**config.mk**
```make
export PLATFORM = sky130hd
export DESIGN_NAME = mul_nibble_sched
export DESIGN_NICKNAME = d
export VERILOG_FILES = /design/src/rtl/mul_sched_pkg.sv /design/src/rtl/mul_sched_acc.sv /design/src/rtl/mul_nibble_sched.sv
export SDC_FILE = /design/constraint.sdc
export NUM_CORES = 1
export LEC_CHECK = 0
export CAP_MARGIN = 0
export CORE_MARGIN = 10
export CORE_UTILIZATION = 49
export CTS_BUF_LIST = sky130_fd_sc_hd__clkbuf_16
export CTS_CLUSTER_DIAMETER = 120
export DETAILED_ROUTE_END_ITERATION = 16
export PLACE_DENSITY = 0.77
export SYNTH_ARGS = -nofsm -noshare
export SYNTH_HDL_FRONTEND = slang
export SYNTH_SLANG_ARGS = --single-unit
```
**constraint.sdc**
```tcl
create_clock -name clk -period 2.7 [get_ports clk]
set_clock_uncertainty 0.1 [all_clocks]
set_input_delay 0.675 -clock clk [delete_from_list [all_inputs] [get_ports clk]]
set_output_delay 0.675 -clock clk [all_outputs]
set_load 0.01 [all_outputs]
```
**src/rtl/mul_sched_pkg.sv**
```systemverilog
// Shared types and constants for the nibble multiply sequencer.
// Optional MUL_SCHED_STATS_EN adds a completed-result counter to the top.
package mul_sched_pkg;

    localparam int unsigned MUL_LAT = 2;
    localparam int unsigned NIB     = 4;

    typedef enum logic [1:0] {
        IDLE,
        ISSUE,
        DRAIN,
        DONE
    } state_t;

    // sh is wide enough for the largest shift, 4*(2N-2) = 56 at WIDTH=32
    typedef struct packed {
        logic       v;
        logic [7:0] sh;
    } tag_t;

endpackage

```
**src/rtl/mul_sched_acc.sv**
```systemverilog
// Tag pipe aligned with the external multiplier latency, plus the
// shift-add accumulator that folds each returning partial product in.
module mul_sched_acc
    import mul_sched_pkg::*;
#(
    parameter int unsigned WIDTH = 8,
    parameter int unsigned LAT   = MUL_LAT
) (
    input  logic               clk,
    input  logic               rst,
    input  logic               clr,
    input  tag_t               tag_in,
    input  logic [7:0]         mul_p,
    output logic [2*WIDTH-1:0] acc
);

    tag_t               pipe [LAT];
    logic [2*WIDTH-1:0] part;

    always_comb begin
        part = (2*WIDTH)'(mul_p) << pipe[LAT-1].sh;
    end

    always_ff @(posedge clk) begin
        if (rst) begin
            for (int unsigned k = 0; k < LAT; k++) begin
                pipe[k] <= '0;
            end
            acc <= '0;
        end else begin
            pipe[0] <= tag_in;
            for (int unsigned k = 1; k < LAT; k++) begin
                pipe[k] <= pipe[k-1];
            end
            if (clr) begin
                acc <= '0;
            end else if (pipe[LAT-1].v) begin
                acc <= acc + part;
            end
        end
    end

endmodule

```
**src/rtl/mul_nibble_sched.sv**
```systemverilog
// WIDTH x WIDTH multiply sequenced over an external 4x4 pipelined multiplier.
// Define MUL_SCHED_STATS_EN to add the stat_ops completed-result counter port.
module mul_nibble_sched #(
    parameter int unsigned WIDTH   = 8,
    parameter int unsigned MUL_LAT = 2
) (
    input  logic               clk,
    input  logic               rst,
    input  logic               in_valid,
    output logic               in_ready,
    input  logic [WIDTH-1:0]   in_a,
    input  logic [WIDTH-1:0]   in_b,
    output logic               out_valid,
    input  logic               out_ready,
    output logic [2*WIDTH-1:0] out_p,
    output logic [3:0]         mul_a,
    output logic [3:0]         mul_b,
    output logic               mul_ena,
    output logic               mul_rst_n,
    input  logic [7:0]         mul_p
`ifdef MUL_SCHED_STATS_EN
    ,
    output logic [31:0]        stat_ops
`endif
);

    import mul_sched_pkg::*;

    localparam int unsigned N = WIDTH / NIB;

    state_t             state;
    logic [WIDTH-1:0]   a_reg;
    logic [WIDTH-1:0]   b_reg;
    logic [3:0]         i;
    logic [3:0]         j;
    logic [3:0]         ni;
    logic [3:0]         nj;
    logic [3:0]         dcnt;
    logic               accept;
    logic               last_pair;
    tag_t               tag;
    tag_t               tag_n;
    logic [2*WIDTH-1:0] acc;

    assign mul_rst_n = ~rst;

    // i/j name the pair currently on mul_a/mul_b; ni/nj the one to present next
    always_comb begin
        accept     = (state == IDLE) && in_valid;
        last_pair  = (i == 4'(N-1)) && (j == 4'(N-1));
        nj         = (j == 4'(N-1)) ? '0 : j + 4'd1;
        ni         = (j == 4'(N-1)) ? i + 4'd1 : i;
        tag_n.v    = 1'b1;
        tag_n.sh   = 8'({ni, 2'b00}) + 8'({nj, 2'b00});
    end

    always_ff @(posedge clk) begin
        if (rst) begin
            state     <= IDLE;
            in_ready  <= 1'b1;
            out_valid <= 1'b0;
            out_p     <= '0;
            mul_a     <= '0;
            mul_b     <= '0;
            mul_ena   <= 1'b0;
            i         <= '0;
            j         <= '0;
            dcnt      <= '0;
            a_reg     <= '0;
            b_reg     <= '0;
            tag       <= '0;
        end else begin
            case (state)
                IDLE: begin
                    if (in_valid) begin
                        a_reg    <= in_a;
                        b_reg    <= in_b;
                        i        <= '0;
                        j        <= '0;
                        mul_a    <= in_a[3:0];
                        mul_b    <= in_b[3:0];
                        mul_ena  <= 1'b1;
                        tag      <= '{v: 1'b1, sh: 8'd0};
                        in_ready <= 1'b0;
                        state    <= ISSUE;
                    end
                end
                ISSUE: begin
                    if (last_pair) begin
                        mul_a <= '0;
                        mul_b <= '0;
                        tag   <= '0;
                        dcnt  <= '0;
                        state <= DRAIN;
                    end else begin
                        i     <= ni;
                        j     <= nj;
                        mul_a <= 4'(a_reg >> {ni, 2'b00});
                        mul_b <= 4'(b_reg >> {nj, 2'b00});
                        tag   <= tag_n;
                    end
                end
                // one extra cycle past MUL_LAT lets the final add settle into acc
                DRAIN: begin
                    if (dcnt == 4'(MUL_LAT)) begin
                        out_valid <= 1'b1;
                        out_p     <= acc;
                        mul_ena   <= 1'b0;
                        state     <= DONE;
                    end else begin
                        dcnt <= dcnt + 4'd1;
                    end
                end
                DONE: begin
                    if (out_ready) begin
                        out_valid <= 1'b0;
                        in_ready  <= 1'b1;
                        state     <= IDLE;
                    end
                end
                default: state <= IDLE;
            endcase
        end
    end

    mul_sched_acc #(
        .WIDTH (WIDTH),
        .LAT   (MUL_LAT)
    ) u_acc (
        .clk    (clk),
        .rst    (rst),
        .clr    (accept),
        .tag_in (tag),
        .mul_p  (mul_p),
        .acc    (acc)
    );

`ifdef MUL_SCHED_STATS_EN
    always_ff @(posedge clk) begin
        if (rst) begin
            stat_ops <= '0;
        end else if (out_valid && out_ready && (stat_ops != '1)) begin
            stat_ops <= stat_ops + 32'd1;
        end
    end
`endif

endmodule

```
# [Yosys cells after proc, flatten, opt, wreduce, memory -nomap -nowiden]
# Memories as Yosys holds them, arrays and structs flattened.
# Index checks and enable logic that the tools add are counted.
[classes] addsub=5 eq_ne=12 shift=3 mux=38 n_bitwise=3 reduce_logical=18
[ops] cell="$mux 4" count=11
[ops] cell="$pmux 4 s2" count=5
[ops] cell="$mux 9" count=4
[ops] cell="$pmux 9 s2" count=1
[ops] cell="$add 16x16->16" count=1
[ops] cell="$shl 8x8->16" count=1
[ops] cell="$shr 8x6->4" count=2
[ops] cell="$reduce_and 3->1" count=5
[ops] cell="$add 4x1->4 const B" count=3
[ops] cell="$ne 2x2->1 const B" count=6
[ops] cell="$reduce_bool 2->1" count=5
[ops] cell="$mux 1" count=9
[ops] cell="$eq 4x1->1 const B" count=2
[ops] cell="$mux 2" count=4
[ops] cell="$pmux 2 s4" count=1
[ops] cell="$add 6x6->7" count=1
[ops] cell="$pmux 1 s2" count=3
[ops] cell="$reduce_and 2->1" count=3
[ops] cell="$eq 2x2->1 const B" count=2
[ops] cell="$eq 4x2->1 const B" count=1
[ops] cell="$reduce_and 4->1" count=1
[ops] cell="$eq 2x1->1 const B" count=1
[ops] cell="$logic_and 1x1->1" count=2
[ops] cell="$logic_not 2->1" count=1
[ops] cell="3 further kinds" count=4
[word_totals] ff_bits=82 mem_bits_rw=18 input_bits=28 out_inout_bits=28 memories=1
[mem_list] memory="u_acc.pipe" words=2 word_bits=9 read_ports=2 rd_clocked_by_memory_dff=0 wr=2 line="mul_sched_acc.sv:17" rtl="tag_t pipe [LAT];"

# [Depth between registers and ports, before layout]
# Gate-level depths: netlist of run 1.
[depth] depth_word=5 ltp_mapped=13 depth_no_buf=13

# [By module]
# Synthesis of run 1 repeated with hierarchy kept, for this count alone.
[hier_totals] hier_cells=647 area_unflattened_um2=5348.9
[by_module_without_submodules] module="mul_nibble_sched" n_inst=1 cells_each=374 area_per_inst_um2=3057.9
[by_module_without_submodules] module="mul_sched_acc" n_inst=1 cells_each=273 area_per_inst_um2=2290.9

# [Worst setup path before layout of run 1]
# Ideal clock, no wire load.
[synth_timing] path_type="flip-flop to flip-flop" start="memory u_acc.pipe[0][13] in the netlist's numbering" end="register u_acc.acc[15]" t_arrival_ps=2739 required_time_ps=2528 path_slack_ps=-210 path_stages_with_launch=12 period_less_slack_ps=2910 cell_sequence="dfxtp_1 -> or3_1 -> or2_1 -> nor2_1 -> and2_1 -> ha_1 -> a21o_1 -> a21oi_1 -> a2111oi_0 -> or2_2 -> o211ai_1 -> mux2i_1"
[synth_lines] element="start, declared" line="mul_sched_acc.sv:17"
[synth_lines] element="end signal, assigned" line="mul_sched_acc.sv:38" rtl="acc <= acc + part;"
[synth_lines] element="end, declared" line="mul_sched_acc.sv:14" rtl="output logic [2*WIDTH-1:0] acc"

==> results of run 1 <==
[worst register-to-register path, cell delays in order (launching register included)]
cell and delay [ns]:
sky130_fd_sc_hd__dfxtp_2 0.32, sky130_fd_sc_hd__or3_4 0.39, sky130_fd_sc_hd__or2_4 0.26, sky130_fd_sc_hd__nor2_4 0.11
sky130_fd_sc_hd__buf_6 0.11, sky130_fd_sc_hd__and2_4 0.15, sky130_fd_sc_hd__ha_4 0.21, sky130_fd_sc_hd__a21o_1 0.19
sky130_fd_sc_hd__a21oi_4 0.20, sky130_fd_sc_hd__a2111oi_4 0.11, sky130_fd_sc_hd__or2_2 0.29, sky130_fd_sc_hd__o211ai_1 0.22
sky130_fd_sc_hd__mux2i_1 0.20
[layout make-up]
| type | instances | area share |
|---|---|---|
| clock buffers | 9 | 0.03577 |
| clock inverters | 7 | 0.01828 |
| inverters | 19 | 0.01133 |
| multi-input cells | 438 | 0.4634 |
| flip-flops and latches | 91 | 0.2895 |
| well taps | 129 | 0.02564 |
| repair buffers | 113 | 0.1560 |
[cell families after synthesis]
kind of cell | after synthesis | share of synthesized area
buffers and inverters | 46 | 0.03864
DFF | 91 | 0.3854
xor gates and xnor gates | 13 | 0.02409
muxes | 21 | 0.04553
AOI/OAI and AO/OA | 152 | 0.2020
adders and majority gates | 29 | 0.07994
and+or+nand+nor | 223 | 0.2245
[worst paths after layout]
kind | from | endpoint | slack, ns | cells after the start
setup / recovery | u_acc.pipe[0][13]$_SDFF_PP0_ | u_acc.acc[15]$_SDFFE_PP0P_ | -0.21 | 12
hold / removal | u_acc.pipe[0][2]$_SDFF_PP0_ | u_acc.pipe[0][11]$_SDFF_PP0_ | 0.34 | 1
setup reg to reg | u_acc.pipe[0][13]$_SDFF_PP0_ | u_acc.acc[15]$_SDFFE_PP0P_ | -0.21 | 12
hold reg to reg | u_acc.pipe[0][2]$_SDFF_PP0_ | u_acc.pipe[0][11]$_SDFF_PP0_ | 0.34 | 1
[layout by cell type, fill, tap and decap left out, drive strengths merged, types with 3 or more instances in the layout]
cell,count
a211o,4
a211oi,12
a21o,9
a21oi,65
a22o,5
a22oi,11
a31oi,3
and2,5
and3,3
buf,59
bufinv,3
clkbuf,9
clkdlybuf4s50,52
clkinv,3
dfxtp,91
ha,27
inv,20
mux2,4
mux2i,17
nand2,89
nand2b,5
nand3,11
nand3b,8
nor2,60
nor2b,20
nor3,5
nor3b,4
o211ai,3
o21a,4
o21ai,21
o2bb2ai,3
or3,3
xnor2,9
xor2,4
[repair_timing]
item | CTS | global route
endpoints found under the setup margin | 9 | 12
pin swaps | 21 | 9
resized for setup | 31 | 9
hold buffers | 0 | 0
buffers inserted | 7 | 2
cloned | 0 | 0
[metal layers]
metal	routed length [um]	part of all wire	vias up	GRT usage
met3	538	0.042	23	0.03998
met5	0	0	-	0
met2	6203	0.48	104	0.2983
li1	-	-	2205	-
met4	269	0.021	0	0.05796
met1	5919	0.46	2155	0.2251
[power breakdown]
| group | switching [mW] | total (mW) | internal (mW) |
|---|---|---|---|
| logic | 0.796 | 1.43 | 0.631 |
| registers | 0.113 | 1.62 | 1.50 |
| clock network | 0.528 | 1.43 | 0.903 |
==> run_results.csv, run 1 <==
group,metric,value,unit
run_status,run_status,"finished with violations",
run_status,violations_in_the_final_reports,"negative setup slack",
critical_path,worst-path-max-fanout,4,
hold_path,hold_path_class,"register to register",
cts,clkSinkCount,91,
detailed_routing,drtPass1Iterations,5,
logic_synthesis,post_synth_main_area_contributors,"sky130_fd_sc_hd__dfxtp_1, sky130_fd_sc_hd__ha_1, sky130_fd_sc_hd__nand2_1",
global_routing,largest_net_degree_at_the_start_of_global_routing,37,
detailed_routing,wl_per_cell,16.04,um
critical_path,critPathKind,"register to register",
cts,worst_skew_pair.late_latency,0.34,ns
final_layout,layout.cell_area.non_filler,0.006296,mm2
placed_design,portBuffers,55,
final_layout,area_growth,33.19,%
final_layout,fin_util,0.6750,
logic_synthesis,postSynthRegisterBits,91,
floorplanning,core_region_area,0.009328,mm2
cts,tritoncts,"built",
timing,setup-violations-final,11,
detailed_routing,route.detailed.vias_per_inst,5.567,
global_routing,wire_length_of_the_first_global_routing_pass,21430,um
logic_synthesis,synthMostInstantiatedCell,"sky130_fd_sc_hd__dfxtp_1",
power_and_ir_drop,power-per-cell-area,710.5,mW/mm2
job,max_cap_violations,0,
cts,tritoncts.num_buffers,9,
critical_path,cp.required,2.86,ns
cts,clk_path_buf_depth,2,
floorplanning,start_util,0.5068,
logic_synthesis,ys_dominant_reg_cell,"sky130_fd_sc_hd__dfxtp_1",
logic_synthesis,syn_area,0.004727,mm2
placed_design,finalWeightedCongestion,0.9165,
global_routing,grt_antenna_before_repair,0,
critical_path,critPathBufInv,1,
floorplanning,floorplan.die.width,118.2,um
timing,finalHoldViolCount,0,
global_routing,via_count_of_the_first_global_routing_pass,4358,
logic_synthesis,ys_seq_area_frac,0.3854,
critical_path,critPathArrivalTime,3.07,ns
final_layout,area.sequential,0.001823,mm2
logic_synthesis,synth_warnings,0,
detailed_routing,totalWireLength,12930,um
final_layout,insertedDiodeCount,0,
critical_path,critical-path-max-stage-delay,0.39,ns
floorplanning,fp.dieH,118.2,um
critical_path,cp_slowest_cell,"sky130_fd_sc_hd__or3_4",
placed_design,detailed_place_hpwl,9395,um
timing,max_slew.worst_pin.slew,0.6734,ns
placed_design,place_area,0.005717,mm2
timing,clock.fmax,0.3439,GHz
timing,post-route-min-period,2.908,ns
logic_synthesis,synth_top_area_frac,0.3854,
logic_synthesis,synth.avg_cell_area,8.221,um2
timing,setup_ws,-0.2080,ns
final_layout,largestRegisters,"out_p (16), u_acc.acc (16), u_acc.pipe (12)",
global_routing,overflow,0,
detailed_routing,drt.antenna.violating_nets,0,
floorplanning,num_rows,35,
power_and_ir_drop,irDropWorstVdd,0.3878,mV
critical_path,setup.worst_path.end_class,"register",
logic_synthesis,synthTopCellsByCount,"sky130_fd_sc_hd__dfxtp_1, sky130_fd_sc_hd__nand2_1, sky130_fd_sc_hd__a21oi_1, sky130_fd_sc_hd__nor2_1, sky130_fd_sc_hd__ha_1",
logic_synthesis,asyncSetResetFlopFracSynth,0,
global_routing,grt_util_all_layers,0.1796,
logic_synthesis,yosys.area.top_type,"sky130_fd_sc_hd__dfxtp_1",
placed_design,placed_cells_incl_taps,781,
floorplanning,floorplan.io_pins,56,
timing,share_of_the_cycle_needed_by_the_critical_path_after_routing,1.077,
floorplanning,floorplan.die_area,0.01398,mm2
critical_path,critical_path.top_delay_family,"simple AND/OR/NAND/NOR gates",
final_layout,fillers,734,
logic_synthesis,synth_cell_type_count,55,
logic_synthesis,syn-num-nets,632,
timing,grt_setup_unrepaired,"true",
cts,cts_max_level,3,
cts,ctsRootBufferMaster,"sky130_fd_sc_hd__clkbuf_16",
critical_path,timing.critical_path.cells,"or3_4 > or2_4 > nor2_4 > buf_6 > and2_4 > ha_4 > a21o_1 > a21oi_4 > a2111oi_4 > or2_2 > o211ai_1 > mux2i_1",
logic_synthesis,netlist_instances,575,
timing,final.setup.tns,-1.439,ns
detailed_routing,drt_iter0_markers,310,
timing,fin_hold_ws,0.3360,ns
final_layout,multi_input_comb_area,0.002918,mm2
detailed_routing,drc_errors,0,
final_layout,final_cell_count_no_fill,806,
timing,timing.final.max_slew_violations,0,
final_layout,finalNetCount,729,
critical_path,start_kind,"register",
timing,worst_slew_margin_rel,0.5498,
final_layout,final_layout_size_suffix_gt1_frac,0.1743,
detailed_routing,route.vias.total,4487,
logic_synthesis,synth_edf_count,0,
placed_design,post-place-ws,-0.5111,ns
cts,clk_pin_slew_worst_paths,0.07,ns
power_and_ir_drop,design_power_total,4.474,mW
power_and_ir_drop,p_leak,2.499,nW
(Power assumes the default switching activity.)
==> run 2, diff against run 1 <==
--- a/config.mk
+++ b/config.mk
@@ -10,8 +10,10 @@
 export CORE_UTILIZATION = 49
 export CTS_BUF_LIST = sky130_fd_sc_hd__clkbuf_16
 export CTS_CLUSTER_DIAMETER = 120
+export CTS_CLUSTER_SIZE = 20
 export DETAILED_ROUTE_END_ITERATION = 16
 export PLACE_DENSITY = 0.77
+export SLEW_MARGIN = 10
 export SYNTH_ARGS = -nofsm -noshare
 export SYNTH_HDL_FRONTEND = slang
 export SYNTH_SLANG_ARGS = --single-unit
==> results of run 2 <==
Same layout as run 1: the final DEF is identical, and so are final timing and power.
